File: config.mk
export PLATFORM = sky130hd
export DESIGN_NAME = wf_rgb_fb_write_arbiter_flat
export DESIGN_NICKNAME = d
export VERILOG_FILES = /design/src/rtl/wf_rgb_fb_pkg.sv /design/src/rtl/wf_rgb_fb_write_arbiter_if.sv /design/src/rtl/wf_rgb_fb_clear_seq.sv /design/src/rtl/wf_rgb_fb_write_arbiter.sv /design/src/flat_wrapper.sv
export SDC_FILE = /design/constraint.sdc
export NUM_CORES = 1
export LEC_CHECK = 0
export BUFFER_PORTS_ARGS = -buffer_cell sky130_fd_sc_hd__buf_2
export CORE_ASPECT_RATIO = 0.9
export CORE_MARGIN = 1.5
export CORE_UTILIZATION = 35
export DETAILED_ROUTE_END_ITERATION = 6
export PLACE_DENSITY = 0.68
export SYNTH_ARGS = -nofsm -noshare
export SYNTH_HDL_FRONTEND = slang
export SYNTH_HIERARCHICAL = 1
export SYNTH_SLANG_ARGS = --single-unit
File: constraint.sdc
create_clock -name clk -period 2.5 [get_ports clk]
set_input_delay 0.375 -clock clk [delete_from_list [all_inputs] [get_ports clk]]
set_output_delay 0.375 -clock clk [all_outputs]
set_load 0.05 [all_outputs]
File: src/rtl/wf_rgb_fb_pkg.sv
// Shared constants for the pixel-RAM write arbiter: default geometry, window state
// encoding and the write-source ids used by the grant mux.
package wf_rgb_fb_pkg;

    localparam int unsigned ADDR_W = 6;
    localparam int unsigned DATA_W = 16;
    localparam int unsigned N_PIX  = 64;

    localparam logic WIN_CLOSED = 1'b0;
    localparam logic WIN_OPEN   = 1'b1;

    typedef enum logic [1:0] {
        SRC_NONE = 2'd0,
        SRC_A    = 2'd1,
        SRC_B    = 2'd2,
        SRC_CLR  = 2'd3
    } src_e;

endpackage

File: src/rtl/wf_rgb_fb_write_arbiter_if.sv
// Writer / scan / RAM-port bundle for the pixel-RAM write arbiter.
// master = user logic side, slave = arbiter side.
interface wf_rgb_fb_write_arbiter_if #(
    parameter int unsigned ADDR_W = wf_rgb_fb_pkg::ADDR_W,
    parameter int unsigned DATA_W = wf_rgb_fb_pkg::DATA_W
);
    import wf_rgb_fb_pkg::*;

    logic              scan_en;
    logic              scan_done;
    logic              a_req;
    logic [ADDR_W-1:0] a_addr;
    logic [DATA_W-1:0] a_data;
    logic              a_gnt;
    logic              b_req;
    logic [ADDR_W-1:0] b_addr;
    logic [DATA_W-1:0] b_data;
    logic              b_gnt;
    logic              clr_start;
    logic [DATA_W-1:0] clr_color;
    logic              clr_busy;
    logic              clr_done;
    logic              window;
    logic              ram_wr_en;
    logic [ADDR_W-1:0] ram_wr_addr;
    logic [DATA_W-1:0] ram_wr_pixels;

    modport master (
        output scan_en, scan_done,
        output a_req, a_addr, a_data, b_req, b_addr, b_data, clr_start, clr_color,
        input  a_gnt, b_gnt, clr_busy, clr_done, window,
        input  ram_wr_en, ram_wr_addr, ram_wr_pixels
    );

    modport slave (
        input  scan_en, scan_done,
        input  a_req, a_addr, a_data, b_req, b_addr, b_data, clr_start, clr_color,
        output a_gnt, b_gnt, clr_busy, clr_done, window,
        output ram_wr_en, ram_wr_addr, ram_wr_pixels
    );

endinterface

File: src/rtl/wf_rgb_fb_clear_seq.sv
// Frame clear sequencer: colour latch, sweep address counter and busy/done flags.
// step_i means "the current address is written this cycle"; start_i always restarts.
module wf_rgb_fb_clear_seq #(
    parameter int unsigned ADDR_W = wf_rgb_fb_pkg::ADDR_W,
    parameter int unsigned DATA_W = wf_rgb_fb_pkg::DATA_W,
    parameter int unsigned N_PIX  = wf_rgb_fb_pkg::N_PIX
) (
    input  logic              clk,
    input  logic              reset,
    input  logic              start_i,
    input  logic [DATA_W-1:0] color_i,
    input  logic              step_i,
    output logic              busy_o,
    output logic              done_o,
    output logic [ADDR_W-1:0] addr_o,
    output logic [DATA_W-1:0] color_o
);
    import wf_rgb_fb_pkg::*;

    localparam logic [ADDR_W-1:0] LAST_ADDR = ADDR_W'(N_PIX - 1);

    logic              busy_q, busy_d;
    logic              done_q, done_d;
    logic [ADDR_W-1:0] addr_q, addr_d;
    logic [DATA_W-1:0] color_q, color_d;

    // Next-state: restart on start, otherwise advance on each performed write.
    always_comb begin
        busy_d  = busy_q;
        done_d  = 1'b0;
        addr_d  = addr_q;
        color_d = color_q;
        if (start_i) begin
            busy_d  = 1'b1;
            addr_d  = '0;
            color_d = color_i;
        end else if (step_i) begin
            if (addr_q == LAST_ADDR) begin
                busy_d = 1'b0;
                done_d = 1'b1;
                addr_d = '0;
            end else begin
                addr_d = addr_q + 1'b1;
            end
        end
    end

    // Sequencer state registers.
    always_ff @(posedge clk or posedge reset) begin
        if (reset) begin
            busy_q  <= 1'b0;
            done_q  <= 1'b0;
            addr_q  <= '0;
            color_q <= '0;
        end else begin
            busy_q  <= busy_d;
            done_q  <= done_d;
            addr_q  <= addr_d;
            color_q <= color_d;
        end
    end

    assign busy_o  = busy_q;
    assign done_o  = done_q;
    assign addr_o  = addr_q;
    assign color_o = color_q;

endmodule

File: src/rtl/wf_rgb_fb_write_arbiter.sv
// Pixel-RAM write arbiter: shares the BRAM write port between writers A and B and
// only writes inside the scan gap (opened by scan_done, closed by scan_en).
// Optional frame clear engine is built when WF_FB_CLEAR_EN is defined.
module wf_rgb_fb_write_arbiter #(
    parameter int unsigned ADDR_W = wf_rgb_fb_pkg::ADDR_W,
    parameter int unsigned DATA_W = wf_rgb_fb_pkg::DATA_W,
    parameter int unsigned N_PIX  = wf_rgb_fb_pkg::N_PIX
) (
    input logic                      clk,
    input logic                      reset,
    wf_rgb_fb_write_arbiter_if.slave bus
);
    import wf_rgb_fb_pkg::*;

    logic              win_q, win_d;
    logic              rr_b_q, rr_b_d;   // 1: B wins the next A/B contention
    logic              a_gnt_q, a_gnt_d;
    logic              b_gnt_q, b_gnt_d;
    logic              wr_en_q, wr_en_d;
    logic [ADDR_W-1:0] wr_addr_q, wr_addr_d;
    logic [DATA_W-1:0] wr_data_q, wr_data_d;

    src_e              src;
    logic              can_write, a_ok, b_ok;
    logic              clr_busy, clr_done, clr_step;
    logic [ADDR_W-1:0] clr_addr;
    logic [DATA_W-1:0] clr_color;

    // The scan_en cycle is already outside the gap even though win_q still reads open.
    assign can_write = (win_q == WIN_OPEN) && !bus.scan_en;
    // A source granted last cycle still shows its old request; mask it.
    assign a_ok      = bus.a_req && !a_gnt_q;
    assign b_ok      = bus.b_req && !b_gnt_q;
    // A restart request suppresses the write of the old sweep in that cycle.
    assign clr_step  = can_write && clr_busy && !bus.clr_start;

`ifdef WF_FB_CLEAR_EN
    wf_rgb_fb_clear_seq #(
        .ADDR_W (ADDR_W),
        .DATA_W (DATA_W),
        .N_PIX  (N_PIX)
    ) u_clear_seq (
        .clk     (clk),
        .reset   (reset),
        .start_i (bus.clr_start),
        .color_i (bus.clr_color),
        .step_i  (clr_step),
        .busy_o  (clr_busy),
        .done_o  (clr_done),
        .addr_o  (clr_addr),
        .color_o (clr_color)
    );
`else
    localparam int unsigned unused_n_pix = N_PIX;
    logic unused_clr;
    assign clr_busy   = 1'b0;
    assign clr_done   = 1'b0;
    assign clr_addr   = '0;
    assign clr_color  = '0;
    assign unused_clr = ^{bus.clr_start, bus.clr_color, clr_step};
`endif

    // Window FSM: scan_en dominates scan_done.
    always_comb begin
        win_d = win_q;
        if (bus.scan_en) begin
            win_d = WIN_CLOSED;
        end else if (bus.scan_done) begin
            win_d = WIN_OPEN;
        end
    end

    // Source selection: clear engine owns the port while busy, else round-robin A/B.
    always_comb begin
        src = SRC_NONE;
        if (can_write) begin
            if (clr_busy) begin
                if (clr_step) begin
                    src = SRC_CLR;
                end
            end else if (a_ok && b_ok) begin
                src = rr_b_q ? SRC_B : SRC_A;
            end else if (a_ok) begin
                src = SRC_A;
            end else if (b_ok) begin
                src = SRC_B;
            end
        end
    end

    // Registered RAM write, grants and round-robin pointer; address/data hold when idle.
    always_comb begin
        wr_en_d   = 1'b0;
        a_gnt_d   = 1'b0;
        b_gnt_d   = 1'b0;
        rr_b_d    = rr_b_q;
        wr_addr_d = wr_addr_q;
        wr_data_d = wr_data_q;
        case (src)
            SRC_A: begin
                wr_en_d   = 1'b1;
                a_gnt_d   = 1'b1;
                rr_b_d    = 1'b1;
                wr_addr_d = bus.a_addr;
                wr_data_d = bus.a_data;
            end
            SRC_B: begin
                wr_en_d   = 1'b1;
                b_gnt_d   = 1'b1;
                rr_b_d    = 1'b0;
                wr_addr_d = bus.b_addr;
                wr_data_d = bus.b_data;
            end
            SRC_CLR: begin
                wr_en_d   = 1'b1;
                wr_addr_d = clr_addr;
                wr_data_d = clr_color;
            end
            default: ;
        endcase
    end

    // Arbiter state registers.
    always_ff @(posedge clk or posedge reset) begin
        if (reset) begin
            win_q     <= WIN_CLOSED;
            rr_b_q    <= 1'b0;
            a_gnt_q   <= 1'b0;
            b_gnt_q   <= 1'b0;
            wr_en_q   <= 1'b0;
            wr_addr_q <= '0;
            wr_data_q <= '0;
        end else begin
            win_q     <= win_d;
            rr_b_q    <= rr_b_d;
            a_gnt_q   <= a_gnt_d;
            b_gnt_q   <= b_gnt_d;
            wr_en_q   <= wr_en_d;
            wr_addr_q <= wr_addr_d;
            wr_data_q <= wr_data_d;
        end
    end

    assign bus.window        = win_q;
    assign bus.a_gnt         = a_gnt_q;
    assign bus.b_gnt         = b_gnt_q;
    assign bus.ram_wr_en     = wr_en_q;
    assign bus.ram_wr_addr   = wr_addr_q;
    assign bus.ram_wr_pixels = wr_data_q;
    assign bus.clr_busy      = clr_busy;
    assign bus.clr_done      = clr_done;

endmodule

File: src/flat_wrapper.sv
// flat-port wrapper written by rule: the top's interface ports become plain ports
module wf_rgb_fb_write_arbiter_flat import wf_rgb_fb_pkg::*;
#(
    parameter int unsigned ADDR_W = wf_rgb_fb_pkg::ADDR_W,
    parameter int unsigned DATA_W = wf_rgb_fb_pkg::DATA_W,
    parameter int unsigned N_PIX  = wf_rgb_fb_pkg::N_PIX
)
  (clk, reset, bus_scan_en, bus_scan_done, bus_a_req, bus_a_addr, bus_a_data, bus_b_req, bus_b_addr, bus_b_data, bus_clr_start, bus_clr_color, bus_a_gnt, bus_b_gnt, bus_clr_busy, bus_clr_done, bus_window, bus_ram_wr_en, bus_ram_wr_addr, bus_ram_wr_pixels);
  wf_rgb_fb_write_arbiter_if #(.ADDR_W(ADDR_W), .DATA_W(DATA_W)) bus_i ();
  input logic clk;
  input logic reset;
  input wire logic [$bits(bus_i.scan_en)-1:0] bus_scan_en;
  input wire logic [$bits(bus_i.scan_done)-1:0] bus_scan_done;
  input wire logic [$bits(bus_i.a_req)-1:0] bus_a_req;
  input wire logic [$bits(bus_i.a_addr)-1:0] bus_a_addr;
  input wire logic [$bits(bus_i.a_data)-1:0] bus_a_data;
  input wire logic [$bits(bus_i.b_req)-1:0] bus_b_req;
  input wire logic [$bits(bus_i.b_addr)-1:0] bus_b_addr;
  input wire logic [$bits(bus_i.b_data)-1:0] bus_b_data;
  input wire logic [$bits(bus_i.clr_start)-1:0] bus_clr_start;
  input wire logic [$bits(bus_i.clr_color)-1:0] bus_clr_color;
  output wire logic [$bits(bus_i.a_gnt)-1:0] bus_a_gnt;
  output wire logic [$bits(bus_i.b_gnt)-1:0] bus_b_gnt;
  output wire logic [$bits(bus_i.clr_busy)-1:0] bus_clr_busy;
  output wire logic [$bits(bus_i.clr_done)-1:0] bus_clr_done;
  output wire logic [$bits(bus_i.window)-1:0] bus_window;
  output wire logic [$bits(bus_i.ram_wr_en)-1:0] bus_ram_wr_en;
  output wire logic [$bits(bus_i.ram_wr_addr)-1:0] bus_ram_wr_addr;
  output wire logic [$bits(bus_i.ram_wr_pixels)-1:0] bus_ram_wr_pixels;
  assign bus_i.scan_en = bus_scan_en;
  assign bus_i.scan_done = bus_scan_done;
  assign bus_i.a_req = bus_a_req;
  assign bus_i.a_addr = bus_a_addr;
  assign bus_i.a_data = bus_a_data;
  assign bus_i.b_req = bus_b_req;
  assign bus_i.b_addr = bus_b_addr;
  assign bus_i.b_data = bus_b_data;
  assign bus_i.clr_start = bus_clr_start;
  assign bus_i.clr_color = bus_clr_color;
  assign bus_a_gnt = bus_i.a_gnt;
  assign bus_b_gnt = bus_i.b_gnt;
  assign bus_clr_busy = bus_i.clr_busy;
  assign bus_clr_done = bus_i.clr_done;
  assign bus_window = bus_i.window;
  assign bus_ram_wr_en = bus_i.ram_wr_en;
  assign bus_ram_wr_addr = bus_i.ram_wr_addr;
  assign bus_ram_wr_pixels = bus_i.ram_wr_pixels;
  wf_rgb_fb_write_arbiter #(.ADDR_W(ADDR_W), .DATA_W(DATA_W), .N_PIX(N_PIX)) u_core (.clk(clk), .reset(reset), .bus(bus_i));
endmodule
Word level (Yosys, flattened, before mapping)
Cells that the tools add are included.

Flip-flop bits (word level): 27. Input port bits: 67. Output and inout port bits: 28. Logic and storage cells: 34.

Equality and inequality tests: 3. Mux-type cells: 13. Reduce and logical (&&, ||, !) cells: 11.

Operator list (count): 16-bit one-hot mux with 3 select lines (1); 6-bit one-hot mux with 3 select lines (1); 2-bit two-way mux (5); 1-bit two-way mux (5); 2-bit equality test (second input constant) (2); 1-bit logical AND (4); 2-bit nonzero test (2); 1-bit zero test (3); 3-bit nonzero test (1); 3-bit OR reduction (1); 2-bit by 1-bit equality test with 1-bit output (second input constant) (1); 1-bit one-hot mux with 2 select lines (1).

Longest topological paths before layout
Depth after elaboration: 9. Gate-level depth with buffers: 7. Depth with buffers taken out: 5.

Worst setup path before layout
OpenSTA, ideal clock, no wires.

Kind: register to register. From: reg u_core.a_gnt_q, in the netlist u_core/bus.a_gnt. To: reg u_core.wr_addr_q[0], in the netlist u_core/bus.ram_wr_addr[0]. Arrival time: 2.041 ns. Required time: 2.427 ns. Path slack: 0.386 ns. Cell stages (with the launch flop): 7. Path buffers: 1. Cells stage by stage: dfrtp_1 > nand2b_1 > a211o_1 > ha_1 > buf_2 > or3b_1 > a2bb2oi_2.

Word-level cells in the longest chain between the ends: 7.

RTL lines: from (decl) (RTL line wf_rgb_fb_write_arbiter.sv:17) `logic a_gnt_q, a_gnt_d;`; from (signal assigned) (RTL line wf_rgb_fb_write_arbiter.sv:136) `a_gnt_q <= a_gnt_d;`; 1-bit zero test * (RTL line wf_rgb_fb_write_arbiter.sv:32) `assign a_ok = bus.a_req && !a_gnt_q;`; 1-bit logical AND * (RTL line wf_rgb_fb_write_arbiter.sv:32); 2-bit two-way mux or 1-bit logical AND (tied branches) (RTL line wf_rgb_fb_write_arbiter.sv:83, wf_rgb_fb_write_arbiter.sv:81); 2-bit two-way mux * (RTL line wf_rgb_fb_write_arbiter.sv:81) `end else if (a_ok && b_ok) begin`; 2-bit two-way mux * (RTL line wf_rgb_fb_write_arbiter.sv:76) `if (can_write) begin`; 2-bit equality test or 2-bit by 1-bit equality test with 1-bit output (tied branches) (RTL line wf_rgb_fb_write_arbiter.sv:99) `case (src)`; 6-bit one-hot mux with 3 select lines or 3-bit nonzero test (tied branches); to (signal assigned) (RTL line wf_rgb_fb_write_arbiter.sv:139) `wr_addr_q <= wr_addr_d;`; to (decl) (RTL line wf_rgb_fb_write_arbiter.sv:20) `logic [ADDR_W-1:0] wr_addr_q, wr_addr_d;`.

Mark *: on every way between the ends. The rest lies on a longest branch, timed or not. A chain may end at the register's enable or synchronous reset.

Worst setup path in the final report
From: reg u_core.a_gnt_q, in the netlist u_core/bus.a_gnt. To: reg u_core.wr_data_q[8], in the netlist u_core/bus.ram_wr_pixels[8].

Word-level cells in the longest chain between the ends: 7.

RTL lines: 1-bit zero test * (RTL line wf_rgb_fb_write_arbiter.sv:32); 1-bit logical AND * (RTL line wf_rgb_fb_write_arbiter.sv:32); 2-bit two-way mux or 1-bit logical AND (tied branches) (RTL line wf_rgb_fb_write_arbiter.sv:83, wf_rgb_fb_write_arbiter.sv:81); 2-bit two-way mux * (RTL line wf_rgb_fb_write_arbiter.sv:81); 2-bit two-way mux * (RTL line wf_rgb_fb_write_arbiter.sv:76); 2-bit equality test or 2-bit by 1-bit equality test with 1-bit output (tied branches) (RTL line wf_rgb_fb_write_arbiter.sv:99); 16-bit one-hot mux with 3 select lines or 3-bit nonzero test (tied branches); to (signal assigned) (RTL line wf_rgb_fb_write_arbiter.sv:140) `wr_data_q <= wr_data_d;`; to (decl) (RTL line wf_rgb_fb_write_arbiter.sv:21) `logic [DATA_W-1:0] wr_data_q, wr_data_d;`.

Marked as above.

==> results.toml <==
[outcome]
status = "finished, final reports clean"

[grt]
grt_pass1_wl_mm = 5.589
antenna_found_initial = 0
grt.overflow.total = 0
grt_start_max_net_pins = 47
gr-usage-all-layers_pct = 15.03
grt_pass1_vias = 1174

[finish]
antenna_cells = 0
fin_util_pct = 47.46
area_delta_synth_final_pct = 30.64
layout-drive-gt1-share_pct = 49.74
fill_cells = 383
multi_input_area_sq_um = 718.2
register_area_sq_um = 675.6
nets = 267
fin_cells = 243

[timing]
clock_skew_ns = 0.001095
fmax_ghz = 0.5062
rsz0062_at_grt = "no"
timing.final.crit_period_ns = 1.975
finalSetupTns_ns = 0
tightest_slew_ns = 0.7209
hold_viol_final = 0
finalCritPeriodShare_pct = 79.02
setup_viol = 0
maxSlewViolCount = 0
relSlewSlack_pct = 51.94

[worst_setup_path]
cpLargestDelayFamily = "adder cells"
crit_fanout = 22
cp-start-kind = "register"
timing_worst_setup_path_type = "reg -> reg"
critPathCaptureType = "register"
critPathBufInv = 0
critPathRequiredTime_ns = 2.66
cp.arrival_ns = 2.13
cp_slowest_cell = "ha_1"
slowest_delay_ns = 0.69
cp_cell_sequence = "nand2b_1 -> a211oi_1 -> ha_1 -> or3b_1 -> a2bb2oi_1"

[yosys]
syn_area_sq_um = 1470
synth.avg_cell_area_sq_um = 11.86
ys_seq_elements = 27
yosys_warnings = 6
synthCells = 124
ys_types = 20
yosysSeqAreaShare_pct = 45.96

[clock_network]
cts_buffer_depth = 2
clk_transition_reported_paths_ns = 0.09
cts.sinks = 27
htree_levels = 1
hold_buffers = 0
cts_tree = "yes"
cts_resized = 0
cts-root-buf = "clkbuf_8"
postCtsSetupRepairBufs = 0
cts_buffers = 3
insertion_delay_ns = 0.26

[routing]
drc = 0
routed_wl_mm = 3.275
antenna_left = 0
drt_iter0_markers = 27
post_drt_wl_per_cell_um = 13.48
viasPerCell = 5.000
drt_pre_antenna_iters = 3
num_vias = 1215

[floorplan]
die_area_sq_um = 4599
floorplan.initialDensity_pct = 36.33
rows = 22
die_h_um = 64.49
die_w_um = 71.32
ioPinCount = 95
core_sq_um = 4046

[run]
cap_violations = 0

[pwr]
p_per_area_nw_per_um2 = 893.4
switching_share_pct = 45.64
leakage_nw = 0.9799
power_frac_comb_pct = 48.9
irDropWorstVdd_uv = 517.7
pwr-share-seq_pct = 36.9
internal_power_w = 0.0009328
power_frac_clock_pct = 14.1
switching_power_w = 0.0007831

[placement]
place_hpwl_mm = 2.211
placedCellCount = 239
numPortBuffers = 75
place_congestion = 0.7398

[worst_hold_path]
worstHoldPathType = "in -> async"
-- registers in the layout, summed over array words and instances (netlist names) --
name / flops
u_core/bus.a_gnt: 1
u_core/bus.b_gnt: 1
u_core/bus.ram_wr_addr: 6
u_core/bus.ram_wr_en: 1
u_core/bus.ram_wr_pixels: 16
u_core/bus.window: 1
u_core/rr_b_q: 1
-- cell usage in the layout, fill, tap and decap left out --
master,netlist,layout
buf_2,7,75
dfrtp_1,27,27
a21oi_1,23,23
or3b_1,22,22
a2bb2oi_2,15,15
a2bb2oi_1,7,7
ha_1,4,4
clkbuf_8,0,3
nor2_1,3,3
nand2b_1,2,2
inv_1,2,2
conb_1,1,2
buf_4,2,2
clkbuf_1,2,1
inv_2,1,1
nor2b_1,1,1
o2111a_1,1,1
o2111ai_1,1,1
a211oi_1,1,1
a211o_1,1,1
buf_12,0,1
-- metrics by stage --
stage,total power (W),worst slack [ns],hold slack [ns],area (sq um)
after floorplan,0.001293,0.3859,0.4277,1474
after global placement,0.001483,0.4508,0.4582,1876
after detailed placement,0.001486,0.3883,0.4630,1876
after CTS,0.001734,0.4677,0.1626,1921
after global routing,0.001800,0.2538,0.2112,1921
final,0.001716,0.5246,0.1532,1921
-- worst min-delay path, cell delays in order --
cell	delay [ns]
buf_2	0.09
inv_1	0.04
buf_4	0.32
-- cells by family after synthesis --
family	Yosys count	share of synthesized area [%]
DFF	27	45.96
and+or+nand+nor	28	15.15
other	1	0.2551
AOI/OAI and AO/OA	49	29.79
buffers and inverters	15	5.446
adders and majority gates	4	3.404
-- routing by layer --
layer	vias up	track usage (%)	routed length, um
li1	607	-	-
met1	546	19.09	1599
met2	60	25.35	1318
met3	2	5.599	350
met4	0	1.415	6
met5	-	0	0
-- worst paths after layout --
| kind | from | endpoint | slack [ns] | cells after the start |
|---|---|---|---|---|
| worst max register to register | u_core/bus.a_gnt | u_core/bus.ram_wr_pixels[8] | 0.52 | 5 |
| worst max-delay path | u_core/bus.a_gnt | u_core/bus.ram_wr_pixels[8] | 0.52 | 5 |
| worst min register to register | u_core/bus.ram_wr_pixels[15] | u_core/bus.ram_wr_pixels[15] | 0.52 | 1 |
| max in group asynchronous | reset | u_core/bus.ram_wr_pixels[4] | 2.09 | 3 |
| min in group clk | bus_scan_en | u_core/bus.window | 0.27 | 2 |
| worst min-delay path | reset | u_core/bus.ram_wr_addr[0] | 0.15 | 3 |
-- layout make-up --
class	count	share of cell area [%]
tap	48	3.127
clock buffer	4	2.345
multi-input combinational	83	37.39
sequential	27	35.18
inverter	3	0.5863
timing repair buffer	78	21.37
-- cells in the mapped netlist --
cell / instances / share of area, %
dfrtp_1: 27 / 46
a21oi_1: 23 / 7.8
or3b_1: 22 / 13
a2bb2oi_2: 15 / 15
a2bb2oi_1: 7 / 4.2
buf_2: 7 / 2.4
ha_1: 4 / 3.4
nor2_1: 3 / 0.77
buf_4: 2 / 1.0
clkbuf_1: 2 / 0.51
inv_1: 2 / 0.51
nand2b_1: 2 / 0.85
a211o_1: 1 / 0.60
a211oi_1: 1 / 0.51
buf_6: 1 / 0.77
conb_1: 1 / 0.26
inv_2: 1 / 0.26
nor2b_1: 1 / 0.43
o2111a_1: 1 / 0.77
o2111ai_1: 1 / 0.60
-- power by group through the flow --
stage | registers (W) | clock network, W | logic, W
2_1_floorplan | 0.00106 | 0 | 0.000229
3_3_place_gp | 0.000641 | 0 | 0.000842
3_5_place_dp | 0.000640 | 0 | 0.000847
4_1_cts | 0.000634 | 0.000255 | 0.000845
5_1_grt | 0.000648 | 0.000270 | 0.000881
6_report | 0.000633 | 0.000243 | 0.000840
Note: power is estimated with default switching activity, not from simulation.
